File: src/rtl/div_pkg.sv
// Shared constants for the divider scheduler: state encoding, datapath mux
// selects, the default iteration count and the per-state strobe decode.
package div_pkg;

  localparam int DEF_WIDTH = 8;
  localparam int DEF_CW    = 4;

  localparam logic [2:0] ST_IDLE   = 3'd0;
  localparam logic [2:0] ST_LOAD   = 3'd1;
  localparam logic [2:0] ST_TEST   = 3'd2;
  localparam logic [2:0] ST_CORR   = 3'd3;
  localparam logic [2:0] ST_SHIFT1 = 3'd4;
  localparam logic [2:0] ST_DONE   = 3'd5;

  localparam logic [1:0] SEL_IDLE = 2'b00;
  localparam logic [1:0] SEL_HOLD = 2'b01;
  localparam logic [1:0] SEL_LOAD = 2'b10;
  localparam logic [1:0] SEL_Q1   = 2'b11;

  typedef struct packed {
    logic       load;
    logic       add;
    logic       shift;
    logic       inbit;
    logic [1:0] sel;
  } dp_ctl_t;

  // Datapath strobes are a pure function of state, which keeps every output Moore.
  function automatic dp_ctl_t decode_ctl(input logic [2:0] st);
    dp_ctl_t c;
    c.load  = 1'b0;
    c.add   = 1'b0;
    c.shift = 1'b0;
    c.inbit = 1'b0;
    c.sel   = SEL_IDLE;
    case (st)
      ST_LOAD: begin
        c.load  = 1'b1;
        c.shift = 1'b1;
        c.sel   = SEL_LOAD;
      end
      ST_TEST: c.sel = SEL_HOLD;
      ST_CORR: begin
        c.add   = 1'b1;
        c.shift = 1'b1;
        c.sel   = SEL_HOLD;
      end
      ST_SHIFT1: begin
        c.shift = 1'b1;
        c.inbit = 1'b1;
        c.sel   = SEL_Q1;
      end
      default: c.sel = SEL_IDLE;
    endcase
    return c;
  endfunction

endpackage

File: src/rtl/div_scheduler_if.sv
// Requester and datapath-control signals of the divider scheduler.
// master = requester/datapath side, slave = scheduler.
interface div_scheduler_if;
  logic [1:0] req;
  logic       dp_sign;
  logic [1:0] gnt;
  logic [1:0] done;
  logic       busy;
  logic       dp_load;
  logic       dp_add;
  logic       dp_shift;
  logic       dp_inbit;
  logic [1:0] dp_sel;

  modport master (
    output req, dp_sign,
    input  gnt, done, busy, dp_load, dp_add, dp_shift, dp_inbit, dp_sel
  );

  modport slave (
    input  req, dp_sign,
    output gnt, done, busy, dp_load, dp_add, dp_shift, dp_inbit, dp_sel
  );
endinterface

File: src/rtl/div_scheduler_rr_arb2.sv
// Two-way round-robin pick; combinational, registered by div_scheduler.
// last names the requester served most recently; the other one wins a tie.
module rr_arb2 (
  input  logic [1:0] req,
  input  logic       last,
  output logic [1:0] pick,
  output logic       idx
);

  always_comb begin
    pick = 2'b00;
    idx  = 1'b0;
    case (req)
      2'b01: begin
        pick = 2'b01;
        idx  = 1'b0;
      end
      2'b10: begin
        pick = 2'b10;
        idx  = 1'b1;
      end
      2'b11: begin
        idx  = ~last;
        pick = last ? 2'b01 : 2'b10;
      end
      default: begin
        pick = 2'b00;
        idx  = 1'b0;
      end
    endcase
  end

endmodule

File: src/rtl/div_scheduler.sv
// Round-robin scheduler and sequencer for the shared shift/add divider:
// one LOAD, then WIDTH iterations of TEST followed by CORR or SHIFT1, then DONE.
//
// state  | meaning
// IDLE   | no grant; arbitrate pending requests
// LOAD   | load operands, first shift
// TEST   | sample dp_sign for the current iteration
// CORR   | remainder negative: restore and shift, quotient bit 0
// SHIFT1 | remainder non-negative: shift in quotient bit 1
// DONE   | one-cycle completion pulse to the granted requester
module div_scheduler
  import div_pkg::*;
#(
  parameter int WIDTH = DEF_WIDTH,
  parameter int CW    = DEF_CW
) (
  input  logic            clk,
  input  logic            reset,
  div_scheduler_if.slave  bus
);

  logic [2:0]    state;
  logic [CW-1:0] count;
  logic          last;
  logic          idx;
  logic [1:0]    gnt_q;
  logic [1:0]    arb_pick;
  logic          arb_idx;
  logic          hold;
  dp_ctl_t       ctl;

  rr_arb2 u_arb (
    .req  (bus.req),
    .last (last),
    .pick (arb_pick),
    .idx  (arb_idx)
  );

  // Owner still requesting; dropping it mid-divide aborts back to IDLE.
  assign hold = bus.req[idx];

  always_ff @(posedge clk or negedge reset) begin
    if (!reset) begin
      state <= ST_IDLE;
      count <= '0;
      last  <= 1'b1;
      idx   <= 1'b0;
      gnt_q <= 2'b00;
    end else begin
      case (state)
        ST_IDLE: begin
          if (bus.req != 2'b00) begin
            state <= ST_LOAD;
            idx   <= arb_idx;
            gnt_q <= arb_pick;
            count <= '0;
          end
        end
        ST_LOAD, ST_TEST: begin
          if (!hold) begin
            state <= ST_IDLE;
            last  <= idx;
            gnt_q <= 2'b00;
          end else if (state == ST_LOAD) begin
            state <= ST_TEST;
          end else begin
            state <= bus.dp_sign ? ST_CORR : ST_SHIFT1;
          end
        end
        ST_CORR, ST_SHIFT1: begin
          if (!hold) begin
            state <= ST_IDLE;
            last  <= idx;
            gnt_q <= 2'b00;
          end else begin
            count <= count + CW'(1);
            state <= (count == CW'(WIDTH - 1)) ? ST_DONE : ST_TEST;
          end
        end
        ST_DONE: begin
          state <= ST_IDLE;
          last  <= idx;
          gnt_q <= 2'b00;
        end
        default: begin
          state <= ST_IDLE;
          gnt_q <= 2'b00;
        end
      endcase
    end
  end

  always_comb begin
    ctl          = decode_ctl(state);
    bus.gnt      = gnt_q;
    bus.done     = (state == ST_DONE) ? gnt_q : 2'b00;
    bus.busy     = (state != ST_IDLE);
    bus.dp_load  = ctl.load;
    bus.dp_add   = ctl.add;
    bus.dp_shift = ctl.shift;
    bus.dp_inbit = ctl.inbit;
    bus.dp_sel   = ctl.sel;
  end

endmodule

File: src/flat_wrapper.sv
// flat-port wrapper written by rule: the top's interface ports become plain ports
module div_scheduler_flat import div_pkg::*;
#(
  parameter int WIDTH = DEF_WIDTH,
  parameter int CW    = DEF_CW
)
  (clk, reset, bus_req, bus_dp_sign, bus_gnt, bus_done, bus_busy, bus_dp_load, bus_dp_add, bus_dp_shift, bus_dp_inbit, bus_dp_sel);
  div_scheduler_if bus_i ();
  input  logic clk;
  input  logic reset;
  input wire logic [$bits(bus_i.req)-1:0] bus_req;
  input wire logic [$bits(bus_i.dp_sign)-1:0] bus_dp_sign;
  output wire logic [$bits(bus_i.gnt)-1:0] bus_gnt;
  output wire logic [$bits(bus_i.done)-1:0] bus_done;
  output wire logic [$bits(bus_i.busy)-1:0] bus_busy;
  output wire logic [$bits(bus_i.dp_load)-1:0] bus_dp_load;
  output wire logic [$bits(bus_i.dp_add)-1:0] bus_dp_add;
  output wire logic [$bits(bus_i.dp_shift)-1:0] bus_dp_shift;
  output wire logic [$bits(bus_i.dp_inbit)-1:0] bus_dp_inbit;
  output wire logic [$bits(bus_i.dp_sel)-1:0] bus_dp_sel;
  assign bus_i.req = bus_req;
  assign bus_i.dp_sign = bus_dp_sign;
  assign bus_gnt = bus_i.gnt;
  assign bus_done = bus_i.done;
  assign bus_busy = bus_i.busy;
  assign bus_dp_load = bus_i.dp_load;
  assign bus_dp_add = bus_i.dp_add;
  assign bus_dp_shift = bus_i.dp_shift;
  assign bus_dp_inbit = bus_i.dp_inbit;
  assign bus_dp_sel = bus_i.dp_sel;
  div_scheduler #(.WIDTH(WIDTH), .CW(CW)) u_core (.clk(clk), .reset(reset), .bus(bus_i));
endmodule
File: config.mk
export PLATFORM = sky130hd
export DESIGN_NAME = div_scheduler_flat
export DESIGN_NICKNAME = d
export VERILOG_FILES = /design/src/rtl/div_pkg.sv /design/src/rtl/div_scheduler_if.sv /design/src/rtl/div_scheduler_rr_arb2.sv /design/src/rtl/div_scheduler.sv /design/src/flat_wrapper.sv
export SDC_FILE = /design/constraint.sdc
export NUM_CORES = 1
export LEC_CHECK = 0
export ABC_AREA = 1
export CORE_UTILIZATION = 52
export CTS_BUF_LIST = sky130_fd_sc_hd__clkbuf_4 sky130_fd_sc_hd__clkbuf_8 sky130_fd_sc_hd__clkbuf_16
export DETAILED_ROUTE_END_ITERATION = 7
export MAX_ROUTING_LAYER = met4
export PLACE_DENSITY_LB_ADDON = 0.15
export SLEW_MARGIN = 20
export SYNTH_ARGS = -nofsm -noshare
export SYNTH_HDL_FRONTEND = slang
export SYNTH_HIERARCHICAL = 1
export SYNTH_SLANG_ARGS = --single-unit
export TNS_END_PERCENT = 100
File: constraint.sdc
create_clock -name clk -period 1.8 [get_ports clk]
set_clock_uncertainty 0.05 [all_clocks]
set_input_delay 0.18 -clock clk [delete_from_list [all_inputs] [get_ports clk]]
set_output_delay 0.18 -clock clk [all_outputs]
set_load 0.005 [all_outputs]
After elaboration in Yosys (flattened, before gate mapping)
Cells that the tools add are included.
- bits in registers: 11
- output and inout port bits: 11
- $add $sub $neg: 1
- order comparisons: 1
- equal/unequal tests: 12
- muxes and demuxes: 26
- bitwise gates (word level): 1
- reductions and logical operators: 14
- operators with widths (kind ; count):
    3-bit 2-to-1 mux ; 6
    2-bit one-hot mux with 3 select lines ; 2
    3-bit one-hot mux with 3 select lines ; 1
    2-bit 2-to-1 mux ; 4
    4-bit 2-to-1 mux ; 2
    4-bit one-hot mux with 2 select lines ; 1
    1-bit 2-to-1 mux ; 7
    3-bit by 2-bit equality test with 1-bit output (second input constant) ; 2
    3-bit equality test (second input constant) ; 2
    2-bit AND reduction ; 3
    2-bit nonzero test ; 3
    2-bit OR reduction ; 3
    4-bit by 1-bit adder with 4-bit output (second input constant) ; 1
    2-bit equality test (second input constant) ; 2
    4-bit by 3-bit equality test with 1-bit output (second input constant) ; 1
    2-bit by 1-bit != test with 1-bit output (second input constant) ; 2
    1-bit one-hot mux with 2 select lines ; 2
    2-bit one-hot mux with 2 select lines ; 1
    4-bit OR reduction ; 1
    3-bit by 1-bit equality test with 1-bit output (second input constant) ; 1
    3-bit logical NOT ; 1
    3-bit AND reduction ; 1
    3-bit nonzero test ; 1
    3-bit OR reduction ; 1
    other kinds (4) ; 4

Logic depth before layout (Yosys ltp)
- word-level depth: 4
- mapped depth: 9

By module
The synthesis kept the hierarchy.
- modules (own cells, without submodules) (module ; times used ; cells each ; area an instance (um^2) ; sequential area each (um^2)):
    div_scheduler ; 1 ; 104 ; 719.4 ; 276.5
    rr_arb2 ; 1 ; 6 ; 25.0 ; 0.0

Least setup slack after synthesis
Ideal clock, no wire load.
- path kind: reg2reg
- start point: register u_core.state[0]
- end point: register u_core.count[2]
- library setup time: 0.117 ns
- arrival time: 1.004 ns
- path slack: 0.629 ns
- stages on the path, launching flop included: 9
- path buffers: 0
- period minus slack after synthesis: 1.171 ns
- path through: dfrtp_1 > nor2_2 > nand2_2 > nand2_4 > inv_4 > nand2_4 > nand2_4 > nand2_1 > nand2_1
- longest elaborated chain between the ends: 4
- ends and longest elaborated chain (item ; RTL line ; RTL):
    start, declared ; div_scheduler.sv:22 ; logic [2:0] state;
    start signal, assigned ; div_scheduler.sv:67 ; state <= bus.dp_sign ? ST_CORR : ST_SHIFT1;
    start signal, assigned ; div_scheduler.sv:77 ; state <= (count == CW'(WIDTH - 1)) ? ST_DONE : ST_TEST;
    3-bit by 2-bit equality test with 1-bit output / 3-bit equality test (equally long branches) ; div_scheduler.sv:50 ; case (state)
    2-bit OR reduction ; div_scheduler.sv:50 ;
    2-bit by 1-bit != test with 1-bit output (no line) / 2-bit nonzero test (equally long branches) ; - ;
    3-bit AND reduction (no line) ; - ;
    end signal, assigned ; div_scheduler.sv:76 ; count <= count + CW'(1);
    end, declared ; div_scheduler.sv:23 ; logic [CW-1:0] count;
Several ways; a longest one is shown, not always the timed one.
A chain may end at the register's enable or synchronous reset.

Worst setup path in the final report
- start point: register u_core.state[1]
- end point: output bus_done[0]
- longest elaborated chain between the ends: 2
- ends and longest elaborated chain (item ; RTL line ; RTL):
    3-bit equality test ; div_scheduler.sv:96 ; bus.done = (state == ST_DONE) ? gnt_q : 2'b00;
    2-bit 2-to-1 mux ; div_scheduler.sv:96 ;
    end, declared ; flat_wrapper.sv:14 ; output wire logic [$bits(bus_i.done)-1:0] bus_done;
No other way between the ends.

==> impl_metrics.yaml <==
power:
  p_per_area_nw_per_um2: 1430
  swShare: 0.4417
  switchingPower_w: 0.0006198
  pwr-share-comb: 0.569
  p_int_w: 0.0007834
  pwr-share-seq: 0.297
  p_total_w: 0.001403
  pwr-share-clk: 0.134
  peakVddDrop_uv: 846.0
  p_leak_nw: 0.5346
clock_network:
  path_clk_slew_ns: 0.08
  htree_num_levels: 1
  cts_tree: "yes"
  cts_buffer_depth: 2
  cts_made_buffers: 3
  root_buffer: "clkbuf_4"
  clock-sinks: 11
  holdBufCountCts: 0
  insertion_delay_ns: 0.27
sta:
  max_slew_margin: 0.6472
  hold_violations: 0
  rsz0062_at_grt: "yes"
  finalSetupViolCount: 0
  fin_crit_sh: 0.9828
  min_period_ns: 1.769
  maxSlewViolCount: 0
  tightest_slew_ns: 0.5276
  clock.fmax_ghz: 0.5653
layout:
  fillerInstances: 111
  nets: 138
  antenna-diode-count: 0
  drive_above_1_share: 0.2137
  final_core_util: 0.7445
  area_delta_synth_final_pct: 31.76
die:
  start_util: 0.5651
  rows: 13
  die_w_um: 39.84
  core_area_um2: 1318
  boundaryPins: 16
  fp.dieH_um: 39.84
  die_area_um2: 1587
setup_path:
  worst_ep_required_time_ns: 1.57
  critPathArrivalTime_ns: 1.54
  r2r_slack_ns: 0.41
  startpoint_type: "flop"
  endpoint_kind: "output port"
  crit_fanout: 5
  critPathKind: "reg2out"
placed_design:
  portBuffers: 15
  hpwl_mm: 1.229
  gp_congestion: 0.7997
drt:
  drc_errors: 0
  vias: 759
  dr.first_iter.drc_count: 30
  wl_per_cell_um: 11.73
  wirelength_mm: 1.713
  detail-route-antenna-nets: 0
  dr.pass1.iters: 4
  viasPerCell: 5.199
hold_path:
  hold_class: "in2async"
grt:
  grt_pass1_wl_mm: 2.684
  grt_pass1_vias: 630
  grt_usage: 0.2612
  grt_max_degree: 12
  overflow: 0
  grt_antenna_before_repair: 0
logic_synthesis:
  syn-instance-count: 110
  synth_area_um2: 744.5
  syn_avg_cell_area_um2: 6.768
  synthesis.nets: 116
  yosys.cell_types.count: 20
  yosys_warnings: 6
  synth-seq-cells: 11
  synth-seq-area-share: 0.3714
job:
  max_cap_violations: 0
status:
  status: "finished, final reports clean"
-- critical path: stages, from the launching register on --
cell and delay, ns:
dfrtp_2 0.45, inv_2 0.09, nand3_2 0.11, nor2_1 0.12
clkdlybuf4s50_1 0.50
-- routing by layer --
layer  GRT usage  up-vias  routed length, µm  part of all wire
met3     0.03409        0                 92             0.054
met2      0.4344       33                828              0.48
met1      0.3310      339                792              0.46
met5           -        -                  0                 0
li1            -      387                  -                 -
met4     0.06897        0                  0                 0
-- area by class of cell --
| class | count | area [µm²] | share of cell area |
|---|---|---|---|
| Clock buffer | 4 | 30.03 | 0.03061 |
| Inverter | 18 | 70.07 | 0.07143 |
| Multi-Input combinational cell | 81 | 412.9 | 0.4209 |
| Sequential cell | 11 | 280.3 | 0.2857 |
| Tap cell | 15 | 18.77 | 0.01913 |
| Timing Repair Buffer | 17 | 168.9 | 0.1722 |
-- power by group through the flow --
stage	Combinational, W	Sequential [W]	Clock, W
finish	0.000799	0.000417	0.000188
global route	0.000887	0.000424	0.000206
CTS	0.000798	0.000407	0.000193
detailed placement	0.000746	0.000406	0
global placement	0.000734	0.000400	0
floorplan	0.000458	0.000393	0
-- registers in the layout, indices dropped and copies added, names as in the netlist --
name,count
u_core/last,1
u_core/count,4
u_core/state,3
u_core/bus.gnt,2
u_core/idx,1
-- what timing repair did --
item                                   CTS  global route
endpoints found under the hold margin    0             0
pin swaps                                3             0
setup endpoints to repair                5             8
buffers inserted                         2             0
gates resized for setup                  5             6
-- Yosys cell counts --
library cell | number | share of area
nand3_1 | 13 | 0.087
o21ai_0 | 5 | 0.034
nand2_4 | 4 | 0.060
a21oi_1 | 2 | 0.013
nor2_2 | 2 | 0.017
inv_4 | 1 | 0.0084
nand3_2 | 1 | 0.013
inv_2 | 3 | 0.015
xnor2_1 | 1 | 0.012
clkinv_1 | 1 | 0.0050
ha_1 | 1 | 0.017
o21ai_1 | 1 | 0.0067
nand2_2 | 3 | 0.025
dfrtp_1 | 10 | 0.34
inv_1 | 13 | 0.066
nand4_1 | 1 | 0.0084
nand2_1 | 37 | 0.19
or2_1 | 1 | 0.0084
dfstp_2 | 1 | 0.035
nor2_1 | 9 | 0.045
-- path summary, 6_finish.rpt --
check                                            start                           to  cells past startpoint
max reg2reg                u_core/state[0]$_DFFE_PN0P_  u_core/count[3]$_DFFE_PN0P_                      7
max                        u_core/state[1]$_DFFE_PN0P_                  bus_done[0]                      4
min                                              reset       u_core/idx$_DFFE_PN0P_                      1
max in group asynchronous                        reset  u_core/state[2]$_DFFE_PN0P_                      1
min reg2reg                    u_core/last$_DFFE_PN1P_      u_core/last$_DFFE_PN1P_                      2
min in group clk               u_core/last$_DFFE_PN1P_      u_core/last$_DFFE_PN1P_                      2
-- cell usage in the layout (no fill, tap or decap), types with 2 or more instances in the layout --
| master | instances |
|---|---|
| inv_2 | 4 |
| dfrtp_1 | 7 |
| clkbuf_4 | 4 |
| dlymetal6s2s_1 | 2 |
| o21ai_0 | 5 |
| clkdlybuf4s50_1 | 12 |
| nand3_1 | 12 |
| inv_1 | 12 |
| nand3_2 | 2 |
| nor2_2 | 2 |
| a21oi_1 | 2 |
| nor2_1 | 8 |
| nand2_4 | 4 |
| nand2_2 | 4 |
| buf_4 | 2 |
| dfrtp_2 | 3 |
| nand2_1 | 36 |
-- through the flow --
stage                     hold slack [ns]  TNS, ns  cells  cell area, µm²  setup WS, ns
after detailed placement           0.4379        0    140           913.4        0.1292
after global routing               0.2310  -0.1109    146           980.9      -0.04315
after CTS                          0.2104        0    146           970.9       0.01120
after floorplan                   -0.1656        0    110           744.5        0.6290
after global placement             0.4370        0    140           913.4        0.1887
final                              0.2001        0    146           980.9       0.03090
-- cells by family (layout without fill, tap and decap cells) --
logic type,Yosys count,in the layout,synth area share
flops,11,11,0.3714
buf+inv,18,39,0.09412
fa+ha+maj,1,1,0.01680
simple gates,71,71,0.4521
xor+xnor,1,1,0.01177
compound gates,8,8,0.05377
Note: power is estimated with default switching activity, not from simulation.
